**src/rtl/fetch_queue.sv**
```systemverilog
// Instruction prefetch queue: fetches sequential words from instruction memory
// into a DEPTH-entry circular buffer that feeds decode; redirects flush it.
module fetch_queue #(
    parameter int unsigned     XLEN     = 32,
    parameter int unsigned     DEPTH    = 4,
    parameter logic [XLEN-1:0] RESET_PC = '0
) (
    input  logic                    clk,
    input  logic                    rst,
    output logic                    imem_req,
    output logic [XLEN-1:0]         imem_addr,
    input  logic                    imem_ready,
    input  logic [31:0]             imem_rdata,
    input  logic                    redirect,
    input  logic [XLEN-1:0]         redirect_pc,
    input  logic                    stall_d,
    output logic                    out_valid,
    output logic [31:0]             out_instr,
    output logic [XLEN-1:0]         out_pc,
    output logic [XLEN-1:0]         out_pcplus4,
    output logic [$clog2(DEPTH):0]  count
);

    localparam int unsigned      PTR_W = $clog2(DEPTH);
    localparam int unsigned      CNT_W = PTR_W + 1;
    localparam logic [31:0]      NOP   = 32'h0000_0013;
    localparam logic [CNT_W-1:0] FULL  = CNT_W'(DEPTH);

    logic [XLEN-1:0]  pc;
    logic [PTR_W-1:0] rd_ptr;
    logic [PTR_W-1:0] wr_ptr;
    logic [CNT_W-1:0] cnt;
    logic             pop;
    logic             push;

    logic [XLEN-1:0]  pc_mem    [DEPTH];
    logic [31:0]      instr_mem [DEPTH];

    // Low address bits of the redirect target are dropped on purpose.
    logic unused_redirect_lsbs;
    assign unused_redirect_lsbs = &{1'b0, redirect_pc[1:0]};

    // A pop frees a slot in the same cycle, so a full queue can still fetch.
    always_comb begin
        out_valid = (cnt != '0);
        pop       = out_valid & ~stall_d & ~redirect;
        imem_req  = rst & ~redirect & ((cnt < FULL) | pop);
        push      = imem_req & imem_ready;
    end

    assign imem_addr = {2'b00, pc[XLEN-1:2]};
    assign count     = cnt;

    always_comb begin
        if (out_valid) begin
            out_instr = instr_mem[rd_ptr];
            out_pc    = pc_mem[rd_ptr];
        end else begin
            out_instr = NOP;
            out_pc    = '0;
        end
        out_pcplus4 = out_pc + XLEN'(4);
    end

    always_ff @(posedge clk) begin
        if (!rst) begin
            pc     <= {RESET_PC[XLEN-1:2], 2'b00};
            rd_ptr <= '0;
            wr_ptr <= '0;
            cnt    <= '0;
        end else if (redirect) begin
            pc     <= {redirect_pc[XLEN-1:2], 2'b00};
            rd_ptr <= '0;
            wr_ptr <= '0;
            cnt    <= '0;
        end else begin
            if (push) begin
                wr_ptr <= wr_ptr + PTR_W'(1);
                pc     <= pc + XLEN'(4);
            end
            if (pop) begin
                rd_ptr <= rd_ptr + PTR_W'(1);
            end
            case ({push, pop})
                2'b10:   cnt <= cnt + CNT_W'(1);
                2'b01:   cnt <= cnt - CNT_W'(1);
                default: cnt <= cnt;
            endcase
        end
    end

    // Storage is not reset; validity is tracked by cnt alone.
    always_ff @(posedge clk) begin
        if (push) begin
            pc_mem[wr_ptr]    <= pc;
            instr_mem[wr_ptr] <= imem_rdata;
        end
    end

endmodule
```
**config.mk**
```make
export PLATFORM = sky130hd
export DESIGN_NAME = fetch_queue
export DESIGN_NICKNAME = d
export VERILOG_FILES = /design/src/rtl/fetch_queue.sv
export SDC_FILE = /design/constraint.sdc
export NUM_CORES = 1
export LEC_CHECK = 0
export ABC_AREA = 1
export ABC_CLOCK_PERIOD_IN_PS = 4300
export CORE_UTILIZATION = 40
export CTS_BUF_LIST = sky130_fd_sc_hd__clkbuf_16
export CTS_CLUSTER_SIZE = 16
export DETAILED_ROUTE_END_ITERATION = 16
export GPL_TIMING_DRIVEN = 1
export SLEW_MARGIN = 15
export SYNTH_ARGS = -nofsm -noshare
export SYNTH_HDL_FRONTEND = slang
export SYNTH_SLANG_ARGS = --single-unit
```
**constraint.sdc**
```tcl
create_clock -name clk -period 4.3 [get_ports clk]
set_input_delay 0.43 -clock clk [delete_from_list [all_inputs] [get_ports clk]]
set_output_delay 0.43 -clock clk [all_outputs]
set_load 0.02 [all_outputs]
```
==> impl_metrics.env, run 1 <==
export IMPL_antenna_found_initial=0
export IMPL_outcome="finished clean"
export IMPL_die_h_um=187
export IMPL_netlist_top_cells_area="edfxtp_1, nand2_1, nor2_1"
export IMPL_leakage_uw=0.00628
export IMPL_rr_worst_depth=12
export IMPL_clk_latency_ns=0.50
export IMPL_vias=10600
export IMPL_r2r_end="count[2]"
export IMPL_synthesis_area_mm2=0.0137
export IMPL_synth_flop_cell="edfxtp_1"
export IMPL_ys_seq_area_share_pct=59.9
export IMPL_hold_violations=0
export IMPL_hold_buffers=0
export IMPL_hp_start="rd_ptr[0]"
export IMPL_start_util_pct=40.8
export IMPL_regToRegSetupSlack_ns=1.48
export IMPL_fin_cells=2119
export IMPL_yosys_area_top_type_share_pct=54.2
export IMPL_core_mm2=0.0337
export IMPL_cts_resized=0
export IMPL_n_antenna_cell=0
export IMPL_synth_warnings=0
export IMPL_avgRoutedWirePerCell_um=17.4
export IMPL_synth_edf_count=248
export IMPL_clockBufferDepth=3
export IMPL_cp_max_fo=72
export IMPL_rsz0062_at_grt="false"
export IMPL_dr_wl_met2_um=17400
export IMPL_syn_area_per_cell_um2=9.38
export IMPL_critPathRequiredTime_ns=3.87
export IMPL_vdd_ir_drop_max_mv=0.229
export IMPL_placed_area_mm2=0.0160
export IMPL_drive_gt1_share_pct=7.84
export IMPL_setup_tns_ns=0
export IMPL_cp_end_kind="primary output"
export IMPL_cp_cell_sequence="buf_4 -> nand2_1 -> nand3_1 -> nand2_1 -> nor2_4 -> nand2_1 -> inv_2 -> nand2_1 -> nor2_1 -> nand2_1 -> xor2_1 -> clkdlybuf4s50_1"
export IMPL_die_area_mm2=0.0351
export IMPL_cp_common_cell="nand2_1"
export IMPL_critPathLaunchType="flip-flop"
export IMPL_cts_setup_buffers=0
export IMPL_die_w_um=187
export IMPL_ys_seq_elements=287
export IMPL_min_to="rd_ptr[0]"
export IMPL_grt_util_all_layers_pct=21.0
export IMPL_min_path_cells=1
export IMPL_worst_pin_slew_ns=0.849
export IMPL_hpwl_um=24200
export IMPL_cts_made_buffers=34
export IMPL_yosysTopAreaCell="edfxtp_1"
export IMPL_setup_violations=0
export IMPL_hold_path_class="reg -> reg"
export IMPL_finalNetCount=1726
export IMPL_powerDensity_mw_per_mm2=364
export IMPL_timing_fmax_ghz=0.252
export IMPL_fin_crit_sh_pct=92.2
export IMPL_slew_headroom_pct=43.0
export IMPL_routed_wl_um=36900
export IMPL_grt_max_degree=73
export IMPL_synth_cell_types=44
export IMPL_synthCells=1464
export IMPL_dp_cells=2061
export IMPL_grt_pass1_vias=10100
export IMPL_place_congestion=0.914
export IMPL_drv_slew=0
export IMPL_wl_met1_um=16000
export IMPL_area_growth_pct=24.1
export IMPL_clock_sinks=287
export IMPL_clk_pin_slew_ns=0.05
export IMPL_maxCapViolCount=0
export IMPL_routed_top_layer="met4"
export IMPL_clockRootBuffer="clkbuf_16"
export IMPL_route_detailed_drc=0
export IMPL_place_port_buffers=193
export IMPL_grt_overflow=0
export IMPL_htree_levels=2
export IMPL_slowest_delay_ns=0.67
export IMPL_rows=67
export IMPL_period_needed_ns=3.97
export IMPL_ys_async_sr_fraction_pct=0
export IMPL_postLayoutCellArea_mm2=0.0171
export IMPL_grt_pass1_wl_um=56800
export IMPL_clock_skew_ns=0.0104
export IMPL_avgViaCountPerCell=4.99
export IMPL_total_power_uw=6210
export IMPL_firstDrtPassIters=5
export IMPL_r2r_start="count[1]"
export IMPL_route_met3_wl_um=2400
export IMPL_synth_most_common_cell="nand2_1"
export IMPL_io_pin_count=202
export IMPL_antenna_left=0
export IMPL_drt_iter0_markers=724
export IMPL_fin_util_pct=50.6
export IMPL_criticalPathCategory="reg -> out"
export IMPL_critPathSlowestCell="buf_4"
export IMPL_yosys_top_cells_count="nand2_1, edfxtp_1, nor2_1"
export IMPL_cts_tree="done"
export IMPL_crit_arrival_ns=3.54
-- worst max-delay path by stage --
stage              start         endpoint  depth (start not counted)
6_report       flip-flop  out_pcplus4[18]                         12
5_1_grt        flip-flop  out_pcplus4[18]                         12
4_1_cts        flip-flop  out_pcplus4[18]                         12
3_5_place_dp   flip-flop  out_pcplus4[18]                         12
3_3_place_gp   flip-flop  out_pcplus4[18]                         12
2_1_floorplan        rst  instr_mem[0][0]                          6
-- layer usage --
metal,vias up,global-route usage (%)
li1,5225,-
met1,4921,27.8
met4,0,7.03
met2,357,35.0
met5,-,0
met3,66,3.25
-- flip-flops by register name, indices dropped and copies added, names as in the netlist, named ones only --
name,flops
instr_mem,128
pc_mem,120
pc,30
count,3
rd_ptr,2
wr_ptr,2
-- cell families after synthesis --
| kind of cell | share of synthesized area, % |
|---|---|
| adders and majority gates | 0.783 |
| buffers and inverters | 6.43 |
| DFF | 59.9 |
| other | 0.0273 |
| xor gates and xnor gates | 1.59 |
| and+or+nand+nor | 24.3 |
| AOI/OAI and AO/OA | 6.93 |
-- placed cells by master, fill, tap and decap left out, types with 11 or more instances in the layout --
| cell | netlist | final |
|---|---|---|
| nand2_1 | 383 | 383 |
| edfxtp_1 | 248 | 248 |
| nor2_1 | 219 | 215 |
| clkdlybuf4s50_1 | 0 | 193 |
| inv_1 | 110 | 120 |
| o21ai_0 | 98 | 98 |
| nand3_1 | 94 | 94 |
| a21oi_1 | 55 | 55 |
| clkbuf_16 | 0 | 37 |
| dfxtp_1 | 39 | 37 |
| xor2_1 | 25 | 25 |
| nor2_2 | 22 | 22 |
| buf_4 | 18 | 16 |
| nor3_1 | 13 | 13 |
| nor2_4 | 9 | 13 |
| nand2_2 | 13 | 13 |
| a31oi_1 | 11 | 11 |
| nand3_2 | 11 | 11 |
-- power by group --
group / internal (µW) / leakage, µW / total (µW) / switching, µW
logic: 189 / 0.00316 / 451 / 262
registers: 3070 / 0.00258 / 3130 / 57.6
clock network: 1590 / 0.000539 / 2630 / 1040
total: 4850 / 0.00628 / 6210 / 1360
-- critical path, delay by kind of cell (launching register included) --
| family | cells | cell delay, ns |
|---|---|---|
| flip-flops | 1 | 0.42 |
| AND/OR/NAND/NOR | 8 | 0.98 |
| XOR/XNOR | 1 | 0.22 |
| buffers and inverters | 3 | 1.39 |
-- layout make-up --
cell class | count | area, µm²
fill | 3098 | 16600
clock inverter | 21 | 114
clock buffer | 37 | 926
sequential | 287 | 8230
multi-input combinational | 997 | 4670
inverter | 118 | 453
tap | 448 | 561
timing repair buffer | 211 | 2090
-- through the flow --
stage | hold WS [ns] | worst slack (ns)
6_report | 0.476 | 0.335
5_1_grt | 0.496 | 0.0207
4_1_cts | 0.480 | 0.277
3_5_place_dp | 0.464 | 0.814
3_3_place_gp | 0.445 | 0.834
2_1_floorplan | 0.436 | -0.122
Power figures use the tool's default switching activity.
==> run 2: changes to the inputs <==
- CORE_ASPECT_RATIO: unset -> 0.75
==> run 2 against run 1 <==
Non-clock buffer count down 1. Clock skew up 0.0030 ns. Worst hold slack worse by 0.0059 ns. Cell count down 0.14%. Critical endpoint is now out_pcplus4[27]. Setup slack worse by 0.019 ns. Design area down 0.40%. Wire length up 0.61%. First-iteration DRC count up 41%. Sequential share of layout area up 0.20 points. Clock-buffer cell count down 5.
==> impl_metrics.env, run 2 (synthesized netlist as in run 1, its figures left out) <==
export IMPL_outcome="finished clean"
export IMPL_regToRegSetupSlack_ns=1.64
export IMPL_hpwl_um=24500
export IMPL_finalNetCount=1721
export IMPL_setup_violations=0
export IMPL_antenna_found_initial=0
export IMPL_leakage_uw=0.00623
export IMPL_rows=58
export IMPL_criticalPathCategory="reg -> out"
export IMPL_period_needed_ns=3.98
export IMPL_rr_worst_depth=5
export IMPL_grt_util_all_layers_pct=21.2
export IMPL_dp_cells=2062
export IMPL_die_h_um=162
export IMPL_min_path_cells=2
export IMPL_slew_headroom_pct=44.5
export IMPL_drive_gt1_share_pct=7.86
export IMPL_cp_cell_sequence="clkinv_8 -> buf_4 -> nand2_1 -> nand3_1 -> nand2_1 -> nand2_1 -> nor2_2 -> nand2_1 -> nor2_1 -> nand4_1 -> nand2_1 -> clkdlybuf4s50_1"
export IMPL_combPwrFrac_pct=7.5
export IMPL_grt_pass1_vias=10100
export IMPL_hold_violations=0
export IMPL_switching_share_pct=22.5
export IMPL_htree_levels=1
export IMPL_grt_max_degree=77
export IMPL_clockBufferDepth=3
export IMPL_die_w_um=216
export IMPL_antenna_left=0
export IMPL_core_mm2=0.0337
export IMPL_routed_wl_um=37100
export IMPL_cp_end_kind="primary output"
export IMPL_cts_made_buffers=30
export IMPL_critPathRequiredTime_ns=3.87
export IMPL_hold_path_class="reg -> reg"
export IMPL_clock_sinks=287
export IMPL_mostFrequentLayoutCell="nand2_1"
export IMPL_vdd_ir_drop_max_mv=0.287
export IMPL_clk_pin_slew_ns=0.06
export IMPL_switchingPower_uw=1370
export IMPL_clock_skew_ns=0.0134
export IMPL_fin_cells=2116
export IMPL_place_congestion=0.923
export IMPL_fin_hold_ws_ns=0.470
export IMPL_die_area_mm2=0.0351
export IMPL_area_growth_pct=23.6
export IMPL_clockRootBuffer="clkbuf_16"
export IMPL_internal_power_uw=4710
export IMPL_timing_fmax_ghz=0.251
export IMPL_pwr_share_seq_pct=51.5
export IMPL_layout_common_cells="nand2_1, edfxtp_1, nor2_1"
export IMPL_firstDrtPassIters=5
export IMPL_largest_reg_flops=128
export IMPL_avgRoutedWirePerCell_um=17.6
export IMPL_io_pin_count=202
export IMPL_rsz0062_at_grt="false"
export IMPL_clk_latency_ns=0.55
export IMPL_drv_slew=0
export IMPL_cts_tree="done"
export IMPL_fin_crit_sh_pct=92.7
export IMPL_r2r_end="pc[28]"
export IMPL_drt_iter0_markers=1020
export IMPL_route_detailed_drc=0
export IMPL_fin_util_pct=50.4
export IMPL_n_antenna_cell=0
export IMPL_placed_area_mm2=0.0160
export IMPL_cp_max_fo=76
export IMPL_place_port_buffers=193
export IMPL_maxCapViolCount=0
export IMPL_grt_overflow=0
export IMPL_start_util_pct=40.8
export IMPL_slowest_delay_ns=0.62
export IMPL_r2r_start="count[2]"
export IMPL_top_register="instr_mem"
export IMPL_critPathSlowestCell="clkdlybuf4s50_1"
export IMPL_largest_registers="instr_mem: 128 flops, pc_mem: 120 flops, pc: 30 flops"
export IMPL_worst_pin_slew_ns=0.828
export IMPL_grt_pass1_wl_um=57600
export IMPL_vias=10600
export IMPL_postLayoutCellArea_mm2=0.0170
export IMPL_cp_common_cell="nand2_1"
export IMPL_avgViaCountPerCell=5.00
export IMPL_clockPowerShare_pct=41.0
export IMPL_crit_arrival_ns=3.55
export IMPL_powerDensity_mw_per_mm2=358
export IMPL_hp_start="rd_ptr[1]"
export IMPL_critPathLaunchType="flip-flop"
## run 2: cell count changes in the layout (fill, tap and decap cells not counted), sizes merged
cell and change:
bufinv +1, clkinv +6, inv -5, clkinvlp -1, clkbuf -5, buf -1
## run 2: worst max path at each step
stage / to / cells after the start
final: out_pcplus4[27] / 12
after CTS: out_pcplus4[18] / 14
after global placement: pc[4] / 8
after global routing: out_pcplus4[27] / 12
after floorplan: instr_mem[0][0] / 6
after detailed placement: pc[4] / 8
## run 2: power by group through the flow
stage	registers, µW	clock network, µW	logic [µW]
after floorplan	3190	0	213
after global placement	3190	0	451
after detailed placement	3190	0	455
after CTS	3130	2550	457
after global routing	3140	2660	495
final	3130	2490	456
## run 2: layer usage
metal | part of all wire (%) | global-route usage [%] | vias to the layer above
met5 | 0 | 0 | -
met4 | 1.2 | 3.33 | 0
met3 | 7.3 | 3.40 | 37
met2 | 43 | 32.5 | 342
met1 | 49 | 32.0 | 4967
li1 | - | - | 5229
## run 2: through the flow
stage	setup TNS, ns	worst slack [ns]	total power, µW
final	0	0.315	6080
after global routing	0	0.0450	6290
after CTS	0	0.168	6140
after detailed placement	0	0.719	3650
after global placement	0	0.736	3640
after floorplan	-30.35	-0.122	3400
## run 2: area by class of cell
cell class | count | area [µm²]
clock buffers | 32 | 801
fillers | 3110 | 16700
clock inverters | 22 | 154
well taps | 450 | 563
flip-flops and latches | 287 | 8230
multi-input cells | 997 | 4670
inverters | 118 | 458
repair buffers | 210 | 2100
## run 2: what timing repair did
item | CTS | global route
gates resized for setup | 0 | 2
hold endpoints to repair | 0 | 0
hold buffers | 0 | 0
endpoints found under the setup margin | 0 | 5
setup buffers | 0 | 0
## run 2: critical path: cells and delay by family, from the launching register on
| kind | cells | cell delay, ns |
|---|---|---|
| buffers and inverters | 3 | 1.34 |
| DFF | 1 | 0.50 |
| and+or+nand+nor | 9 | 1.13 |
